[src/rtl/adc_ltc2308_scan.sv]
// Round-robin scan controller for the LTC2308 8-channel 12-bit SPI ADC.
// Each frame issues a CONVST pulse, waits out the conversion, then runs one 12-bit SPI exchange.
module adc_ltc2308_scan #(
  parameter int CLK_DIV       = 2,
  parameter int CONVST_CYCLES = 2,
  parameter int CONV_CYCLES   = 80,
  parameter int FRAME_CYCLES  = 200,
  parameter int NUM_CH        = 4
) (
  input  logic        clk,
  input  logic        rst_n,
  input  logic        en,
  output logic        adc_convst,
  output logic        adc_sck,
  output logic        adc_sdi,
  input  logic        adc_sdo,
  output logic        smp_valid,
  output logic [2:0]  smp_ch,
  output logic [11:0] smp_data
);

  localparam int FW      = (FRAME_CYCLES > 2) ? $clog2(FRAME_CYCLES) : 1;
  localparam int CNT_A   = (CONV_CYCLES > CONVST_CYCLES) ? CONV_CYCLES : CONVST_CYCLES;
  localparam int CNT_MAX = (CNT_A > CLK_DIV) ? CNT_A : CLK_DIV;
  localparam int CW      = $clog2(CNT_MAX + 1);

  typedef enum logic [2:0] {
    S_IDLE,
    S_CONV_HI,
    S_CONV_WAIT,
    S_SHIFT,
    S_GAP
  } state_e;

  state_e        state_q,    state_d;
  logic [FW-1:0] frame_q,    frame_d;
  logic [CW-1:0] cnt_q,      cnt_d;
  logic [3:0]    bit_q,      bit_d;
  logic [2:0]    ch_q,       ch_d;
  logic [2:0]    prev_ch_q,  prev_ch_d;
  logic          discard_q,  discard_d;
  logic [11:0]   shreg_q,    shreg_d;
  logic [5:0]    cfg_sr_q,   cfg_sr_d;
  logic          convst_q,   convst_d;
  logic          sck_q,      sck_d;
  logic          valid_q,    valid_d;
  logic [2:0]    smp_ch_q,   smp_ch_d;
  logic [11:0]   smp_data_q, smp_data_d;
  logic [2:0]    ch_next;

  // Config word layout: {S/D, O/S, S1, S0, UNI, SLP}, single-ended unipolar, awake.
  function automatic logic [5:0] cfg_word(input logic [2:0] n);
    return {1'b1, n[0], n[2], n[1], 1'b1, 1'b0};
  endfunction

  assign ch_next = (ch_q == 3'(NUM_CH - 1)) ? 3'd0 : ch_q + 3'd1;

  // NOTE: every variable gets its default before the case statement so no path can infer a latch.
  always_comb begin
    state_d    = state_q;
    frame_d    = frame_q;
    cnt_d      = cnt_q;
    bit_d      = bit_q;
    ch_d       = ch_q;
    prev_ch_d  = prev_ch_q;
    discard_d  = discard_q;
    shreg_d    = shreg_q;
    cfg_sr_d   = cfg_sr_q;
    sck_d      = sck_q;
    valid_d    = 1'b0;
    smp_ch_d   = smp_ch_q;
    smp_data_d = smp_data_q;

    unique case (state_q)
      S_IDLE: begin
        if (en) begin
          state_d   = S_CONV_HI;
          frame_d   = '0;
          cnt_d     = '0;
          discard_d = 1'b1;
          ch_d      = 3'd0;
        end
      end
      S_CONV_HI: begin
        frame_d = frame_q + FW'(1);
        if (cnt_q == CW'(CONVST_CYCLES - 1)) begin
          state_d = S_CONV_WAIT;
          cnt_d   = '0;
        end else begin
          cnt_d = cnt_q + CW'(1);
        end
      end
      S_CONV_WAIT: begin
        frame_d = frame_q + FW'(1);
        if (cnt_q == CW'(CONV_CYCLES - 1)) begin
          state_d  = S_SHIFT;
          cnt_d    = '0;
          bit_d    = 4'd0;
          sck_d    = 1'b0;
          cfg_sr_d = cfg_word(ch_q);
        end else begin
          cnt_d = cnt_q + CW'(1);
        end
      end
      S_SHIFT: begin
        frame_d = frame_q + FW'(1);
        if (cnt_q == CW'(CLK_DIV - 1)) begin
          cnt_d = '0;
          if (!sck_q) begin
            sck_d   = 1'b1;
            shreg_d = {shreg_q[10:0], adc_sdo};
          end else begin
            // Falling SCK: next config bit (zeros once the 6-bit word is out).
            sck_d    = 1'b0;
            cfg_sr_d = {cfg_sr_q[4:0], 1'b0};
            if (bit_q == 4'd11) begin
              state_d = S_GAP;
              if (!discard_q) begin
                valid_d    = 1'b1;
                smp_data_d = shreg_q;
                smp_ch_d   = prev_ch_q;
              end
              discard_d = 1'b0;
              prev_ch_d = ch_q;
              ch_d      = ch_next;
            end else begin
              bit_d = bit_q + 4'd1;
            end
          end
        end else begin
          cnt_d = cnt_q + CW'(1);
        end
      end
      S_GAP: begin
        if (frame_q == FW'(FRAME_CYCLES - 1)) begin
          if (en) begin
            state_d = S_CONV_HI;
            frame_d = '0;
            cnt_d   = '0;
          end else begin
            state_d = S_IDLE;
          end
        end else begin
          frame_d = frame_q + FW'(1);
        end
      end
      default: state_d = S_IDLE;
    endcase

    convst_d = (state_d == S_CONV_HI);
  end

  // NOTE: state registers use non-blocking assignments so every flop samples pre-edge values.
  always_ff @(posedge clk or negedge rst_n) begin
    if (!rst_n) begin
      state_q    <= S_IDLE;
      frame_q    <= '0;
      cnt_q      <= '0;
      bit_q      <= '0;
      ch_q       <= '0;
      prev_ch_q  <= '0;
      discard_q  <= 1'b1;
      shreg_q    <= '0;
      cfg_sr_q   <= '0;
      convst_q   <= 1'b0;
      sck_q      <= 1'b0;
      valid_q    <= 1'b0;
      smp_ch_q   <= '0;
      smp_data_q <= '0;
    end else begin
      state_q    <= state_d;
      frame_q    <= frame_d;
      cnt_q      <= cnt_d;
      bit_q      <= bit_d;
      ch_q       <= ch_d;
      prev_ch_q  <= prev_ch_d;
      discard_q  <= discard_d;
      shreg_q    <= shreg_d;
      cfg_sr_q   <= cfg_sr_d;
      convst_q   <= convst_d;
      sck_q      <= sck_d;
      valid_q    <= valid_d;
      smp_ch_q   <= smp_ch_d;
      smp_data_q <= smp_data_d;
    end
  end

  assign adc_convst = convst_q;
  assign adc_sck    = sck_q;
  assign adc_sdi    = cfg_sr_q[5];
  assign smp_valid  = valid_q;
  assign smp_ch     = smp_ch_q;
  assign smp_data   = smp_data_q;

endmodule

[config.mk]
export PLATFORM = sky130hd
export DESIGN_NAME = adc_ltc2308_scan
export DESIGN_NICKNAME = d
export VERILOG_FILES = /design/src/rtl/adc_ltc2308_scan.sv
export SDC_FILE = /design/constraint.sdc
export NUM_CORES = 1
export LEC_CHECK = 0
export ABC_AREA = 1
export BUFFER_PORTS_ARGS = -buffer_cell sky130_fd_sc_hd__buf_2
export CAP_MARGIN = 20
export CORE_MARGIN = 1
export CORE_UTILIZATION = 65
export CTS_BUF_LIST = sky130_fd_sc_hd__clkbuf_4 sky130_fd_sc_hd__clkbuf_8
export CTS_CLUSTER_DIAMETER = 100
export DETAILED_ROUTE_END_ITERATION = 12
export PLACE_DENSITY_LB_ADDON = 0.25
export SYNTH_ARGS = -nofsm -noshare
export SYNTH_HDL_FRONTEND = slang
export SYNTH_SLANG_ARGS = --single-unit
[constraint.sdc]
create_clock -name clk -period 2.3 [get_ports clk]
set_input_delay 0.345 -clock clk [delete_from_list [all_inputs] [get_ports clk]]
set_output_delay 0.345 -clock clk [all_outputs]
set_load 0.005 [all_outputs]
# Word-level counts from Yosys, hierarchy flattened
# Cells that the tools add are included.
dict set report op_classes {
  n_lt_le_gt_ge 0
  n_shift 0
  n_bitwise 2
  addsub 4
  n_mul 0
  eq_ne 17
  div_mod_pow 0
  muxes 46
  n_reduce_logical 15
}
# cell n
set op_table {}
lappend op_table {{$mux W3} 12}
lappend op_table {{$mux W7} 4}
lappend op_table {{$pmux W7 S4} 1}
lappend op_table {{$pmux W8 S3} 1}
lappend op_table {{$mux W6} 3}
lappend op_table {{$mux W4} 4}
lappend op_table {{$mux W8} 2}
lappend op_table {{$pmux W3 S5} 1}
lappend op_table {{$reduce_and A5 Y1} 3}
lappend op_table {{$ne A2 B2 Y1 const B} 7}
lappend op_table {{$mux W1} 13}
lappend op_table {{$pmux W6 S2} 1}
lappend op_table {{$eq A3 B2 Y1 const B} 3}
lappend op_table {{$add A8 B1 Y8 const B} 1}
lappend op_table {{$eq A8 B8 Y1 const B} 1}
lappend op_table {{$pmux W4 S2} 1}
lappend op_table {{$reduce_and A4 Y1} 2}
lappend op_table {{$add A7 B1 Y7 const B} 1}
lappend op_table {{$eq A7 B1 Y1 const B} 1}
lappend op_table {{$eq A7 B7 Y1 const B} 1}
lappend op_table {{$eq A3 B1 Y1 const B} 2}
lappend op_table {{$pmux W3 S2} 1}
lappend op_table {{$reduce_and A3 Y1} 2}
lappend op_table {{$add A4 B1 Y4 const B} 1}
lappend op_table {{12 further kinds} 15}
dict set report word_totals {
  ramBits 0
  in_bits 4
  latch_bits 0
  memories 0
  output_inout_bits 19
  ff_bits 65
  romBits 0
  elab_cells 98
}

# Depth between registers and ports, before layout
dict set report logic_depth {
  depth_word 6
  mapped_depth 11
  depth_no_buf 10
}

# Worst setup path after synthesis
# OpenSTA, ideal clock, no wires.
dict set report synth_timing {
  kind {reg2reg}
  startpoint {register cnt_q[1]}
  endpoint {register smp_data_q[10], in the netlist smp_data[10]}
  arrival_time_ns 1.439
  t_required_ns 2.184
  path_stages_with_launch 11
  setup_ns 0.116
  path_buffers 1
  slack_ns 0.745
  synth_period_minus_slack_ns 1.555
  cell_sequence {dfrtp_1 inv_1 ha_1 inv_1 nor2_1 nand3_4 nor2_4 nand2_4 buf_2 nand2_1 nand2_1}
}
dict set report synth_between {
  elab_chain_len 2
}
# element line_no
set synth_rtl {}
lappend synth_rtl {{start: declaration} 37} ;# logic [CW-1:0] cnt_q, cnt_d;
lappend synth_rtl {{start signal: assignment} 173} ;# cnt_q <= cnt_d;
lappend synth_rtl {{$eq A7 B1 Y1} 107} ;# if (cnt_q == CW'(CLK_DIV - 1)) begin
lappend synth_rtl {{$reduce_and A5 Y1 (no line)} -}
lappend synth_rtl {{end signal: assignment} 184} ;# smp_data_q <= smp_data_d;
lappend synth_rtl {{end: declaration} 48} ;# logic [11:0] smp_data_q, smp_data_d;
# No other way between the ends.
# A chain may end at the register's enable or synchronous reset.

# Final worst setup path
dict set report layout_timing {
  startpoint {register bit_q[0]}
  endpoint {register smp_data_q[3], in the netlist smp_data[3]}
}
dict set report layout_between {
  elab_chain_len 2
}
# element line_no
set layout_rtl {}
lappend layout_rtl {{start: declaration} 38} ;# logic [3:0] bit_q, bit_d;
lappend layout_rtl {{start signal: assignment} 174} ;# bit_q <= bit_d;
lappend layout_rtl {{$eq A4 B4 Y1} 116} ;# if (bit_q == 4'd11) begin
lappend layout_rtl {{$reduce_and A5 Y1 (no line)} -}
# No other way between the ends.

==> results.py <==
metrics = {
    "global_route": {
        "grt_max_degree": 49,
        "antenna_found_initial": 0,
        "grt_pass1_vias": 2419,
        "grt-ovfl-total": 0,
        "grt_pass1_wl_um": 10500,
        "grt_usage": 0.261,
    },
    "synth": {
        "synth_edf_count": 0,
        "synth_fp_nets": 396,
        "synth_cell_type_count": 33,
        "synth-main-ff-cell": "dfrtp_1",
        "yosysWarnings": 0,
        "netlist_area_um2": 3130,
        "yosys_register_bits": 64,
        "avgSynthCellArea_um2": 8.10,
        "ys_async_sr_fraction": 1.00,
        "postSynthCellCount": 387,
        "seq_area_frac_synth": 0.512,
    },
    "route": {
        "num_vias": 2559,
        "wl_met2_um": 2890,
        "dr.pass1.iters": 5,
        "routed_wl_um": 6010,
        "wirelength_met1_um": 2830,
        "dr.max_layer_used": "met4",
        "wl_per_cell_um": 12.7,
        "drt-vias-per-instance": 5.41,
        "met3_length_um": 202,
        "initialDrtViolationCount": 192,
        "drc": 0,
        "ant_nets": 0,
    },
    "timing": {
        "rsz0062_at_grt": "no",
        "fmax_ghz": 0.568,
        "fin_tns_setup_ns": 0,
        "worst_pin_slew_ns": 0.445,
        "final_max_slew_viol_count": 0,
        "clock_skew_ns": 0.0104,
        "hold_viol_final": 0,
        "setup_slack_ns": 0.540,
        "post-route-period-util": 0.765,
        "timing.hold.ws_ns": 0.249,
        "finalSetupViolCount": 0,
        "period_minus_slack_ns": 1.76,
        "relSlewSlack": 0.700,
    },
    "layout": {
        "final_area_um2": 3560,
        "n_antenna_cell": 0,
        "nets": 425,
        "final_cells": 473,
        "area_growth_pct": 13.5,
        "drive_above_1_share": 0.145,
    },
    "cts": {
        "cts-resized-gates": 0,
        "clk_pin_slew_worst_paths_ns": 0.07,
        "cts.sinks": 64,
        "post_cts_buffers": 0,
        "cts_made_buffers": 9,
        "cts_max_level": 3,
        "cts_max_path_buffers": 2,
        "cts_tree": "done",
        "ctsHoldBuffers": 1,
        "clk_latency_ns": 0.34,
        "cts_root_buffer": "clkbuf_8",
    },
    "min_path": {
        "whs_path_depth": 3,
        "hp-class": "in -> reg",
    },
    "floorplanning": {
        "placeableCoreArea_um2": 4500,
        "dieArea_um2": 5100,
        "ios": 23,
        "fp.dieH_um": 71.4,
        "dieWidth_um": 71.4,
        "num_rows": 24,
        "start_util": 0.696,
    },
    "setup_path": {
        "reg2reg_depth": 9,
        "critPathArrivalTime_ns": 1.99,
        "cp-start-kind": "flip-flop",
        "worstPathCellList": "ha_1 > nand3_1 > inv_1 > nand3_1 > nor2_4 > nand2_4 > clkinv_2 > nand2_1 > nand2_1",
        "crit_path_end_kind": "flip-flop",
        "critPathTopFamily": "simple AND/OR/NAND/NOR gates",
        "critPathMaxStageDelay_ns": 0.40,
        "crit_fanout": 19,
        "worstPathRequired_ns": 2.53,
        "crit_cells": 9,
        "worstSetupPathType": "reg -> reg",
        "path_buf_inv": 2,
        "cp_slowest_cell": "dfrtp_1",
    },
    "placed_design": {
        "io_buffers": 22,
        "gp_congestion": 0.806,
        "pre_cts_slack_ns": 0.569,
        "dp_hpwl_um": 4100,
        "place_inst": 456,
        "placed_area_um2": 3290,
    },
    "power_and_ir_drop": {
        "leakage_uw": 0.00192,
        "ir_worst_vdd_uv": 584,
        "powerDensity_nw_per_um2": 673,
    },
    "run": {
        "cap_violations": 0,
    },
    "run_status": {
        "status": "finished clean",
    },
}
[stage by stage]
stage | util | power, uW
after floorplan | - | 1150
after global placement | 0.730 | 1180
after detailed placement | 0.730 | 1180
after CTS | 0.789 | 2410
after global routing | 0.789 | 2450
final | 0.789 | 2390
[routing by layer]
layer / GRT usage / vias up
met3: 0.0394 / 8
li1: - / 1296
met1: 0.362 / 1209
met2: 0.424 / 46
met4: 0.0933 / 0
met5: 0 / -
[worst paths after layout]
| path | end | start | slack [ns] |
|---|---|---|---|
| setup / recovery | smp_data[3]$_DFFE_PN0P_ | bit_q[0]$_DFFE_PN0P_ | 0.54 |
| hold / removal | shreg_q[0]$_DFFE_PN0P_ | adc_sdo | 0.25 |
| setup reg to reg | smp_data[3]$_DFFE_PN0P_ | bit_q[0]$_DFFE_PN0P_ | 0.54 |
| hold reg to reg | smp_data[11]$_DFFE_PN0P_ | shreg_q[11]$_DFFE_PN0P_ | 0.47 |
| max in group asynchronous | discard_q$_DFFE_PN1P_ | rst_n | 1.20 |
| min in group asynchronous | frame_q[7]$_DFFE_PN0P_ | rst_n | 0.47 |
[layout by cell type (no fill, tap or decap), drive strengths merged, types with 2 or more instances in the layout]
cell type / n
dfrtp: 63
xnor2: 2
xor2: 5
o211ai: 3
nand3: 30
nor2: 42
clkbuf: 12
nand4: 5
o21bai: 2
inv: 28
buf: 24
ha: 5
nand2: 160
bufinv: 3
o21ai: 23
a21oi: 7
[sequential cells by signal, summed over array words and instances (netlist names)]
name,flops
ch_q,3
adc_convst,1
frame_q,8
bit_q,4
adc_sck,1
smp_ch,3
shreg_q,12
cfg_sr_q,5
smp_valid,1
discard_q,1
smp_data,12
state_q,3
cnt_q,7
prev_ch_q,3
[report_power, final]
group	internal (uW)	total [uW]	switching [uW]
sequential	1130	1130	0.217
clock	796	1240	441
combinational	7.02	30.4	23.4
[cells in the mapped netlist (2+ instances only)]
cell type / instances / area share
ha_1: 5 / 0.020
inv_1: 24 / 0.029
nor2_4: 2 / 0.0072
nor2_2: 5 / 0.010
nand3_4: 2 / 0.011
buf_2: 2 / 0.0032
o21ai_0: 19 / 0.030
buf_6: 2 / 0.0072
clkbuf_1: 2 / 0.0024
nand4_1: 4 / 0.0080
nor2_1: 34 / 0.041
dfrtp_1: 63 / 0.50
a21oi_1: 7 / 0.011
o21bai_1: 2 / 0.0048
xor2_1: 5 / 0.014
nand3_1: 27 / 0.043
o21ai_1: 4 / 0.0064
nand2_1: 156 / 0.19
nand2_2: 3 / 0.0060
xnor2_1: 2 / 0.0056
inv_2: 3 / 0.0036
o211ai_1: 3 / 0.0072
[logic make-up after synthesis]
family                     Yosys count  share of synthesized area
adders and majority gates            5                     0.0200
DFF                                 64                      0.512
AOI/OAI and AO/OA                   38                     0.0671
and+or+nand+nor                    238                      0.333
xor gates and xnor gates             7                     0.0196
buffers and inverters               35                     0.0491
[area by class of cell]
| class | count | area (um2) |
|---|---|---|
| clock buffer | 12 | 159 |
| fill | 303 | 948 |
| multi-input combinational | 288 | 1380 |
| inverter | 28 | 106 |
| sequential | 64 | 1600 |
| timing repair buffer | 25 | 148 |
| tap | 52 | 65.1 |
| clock inverter | 4 | 98.8 |
[tightest hold or removal path, cell delays in order]
cell and delay [ns]:
buf_2 0.07, nor2_1 0.03, a21oi_1 0.09
Note: power is estimated with default switching activity, not from simulation.
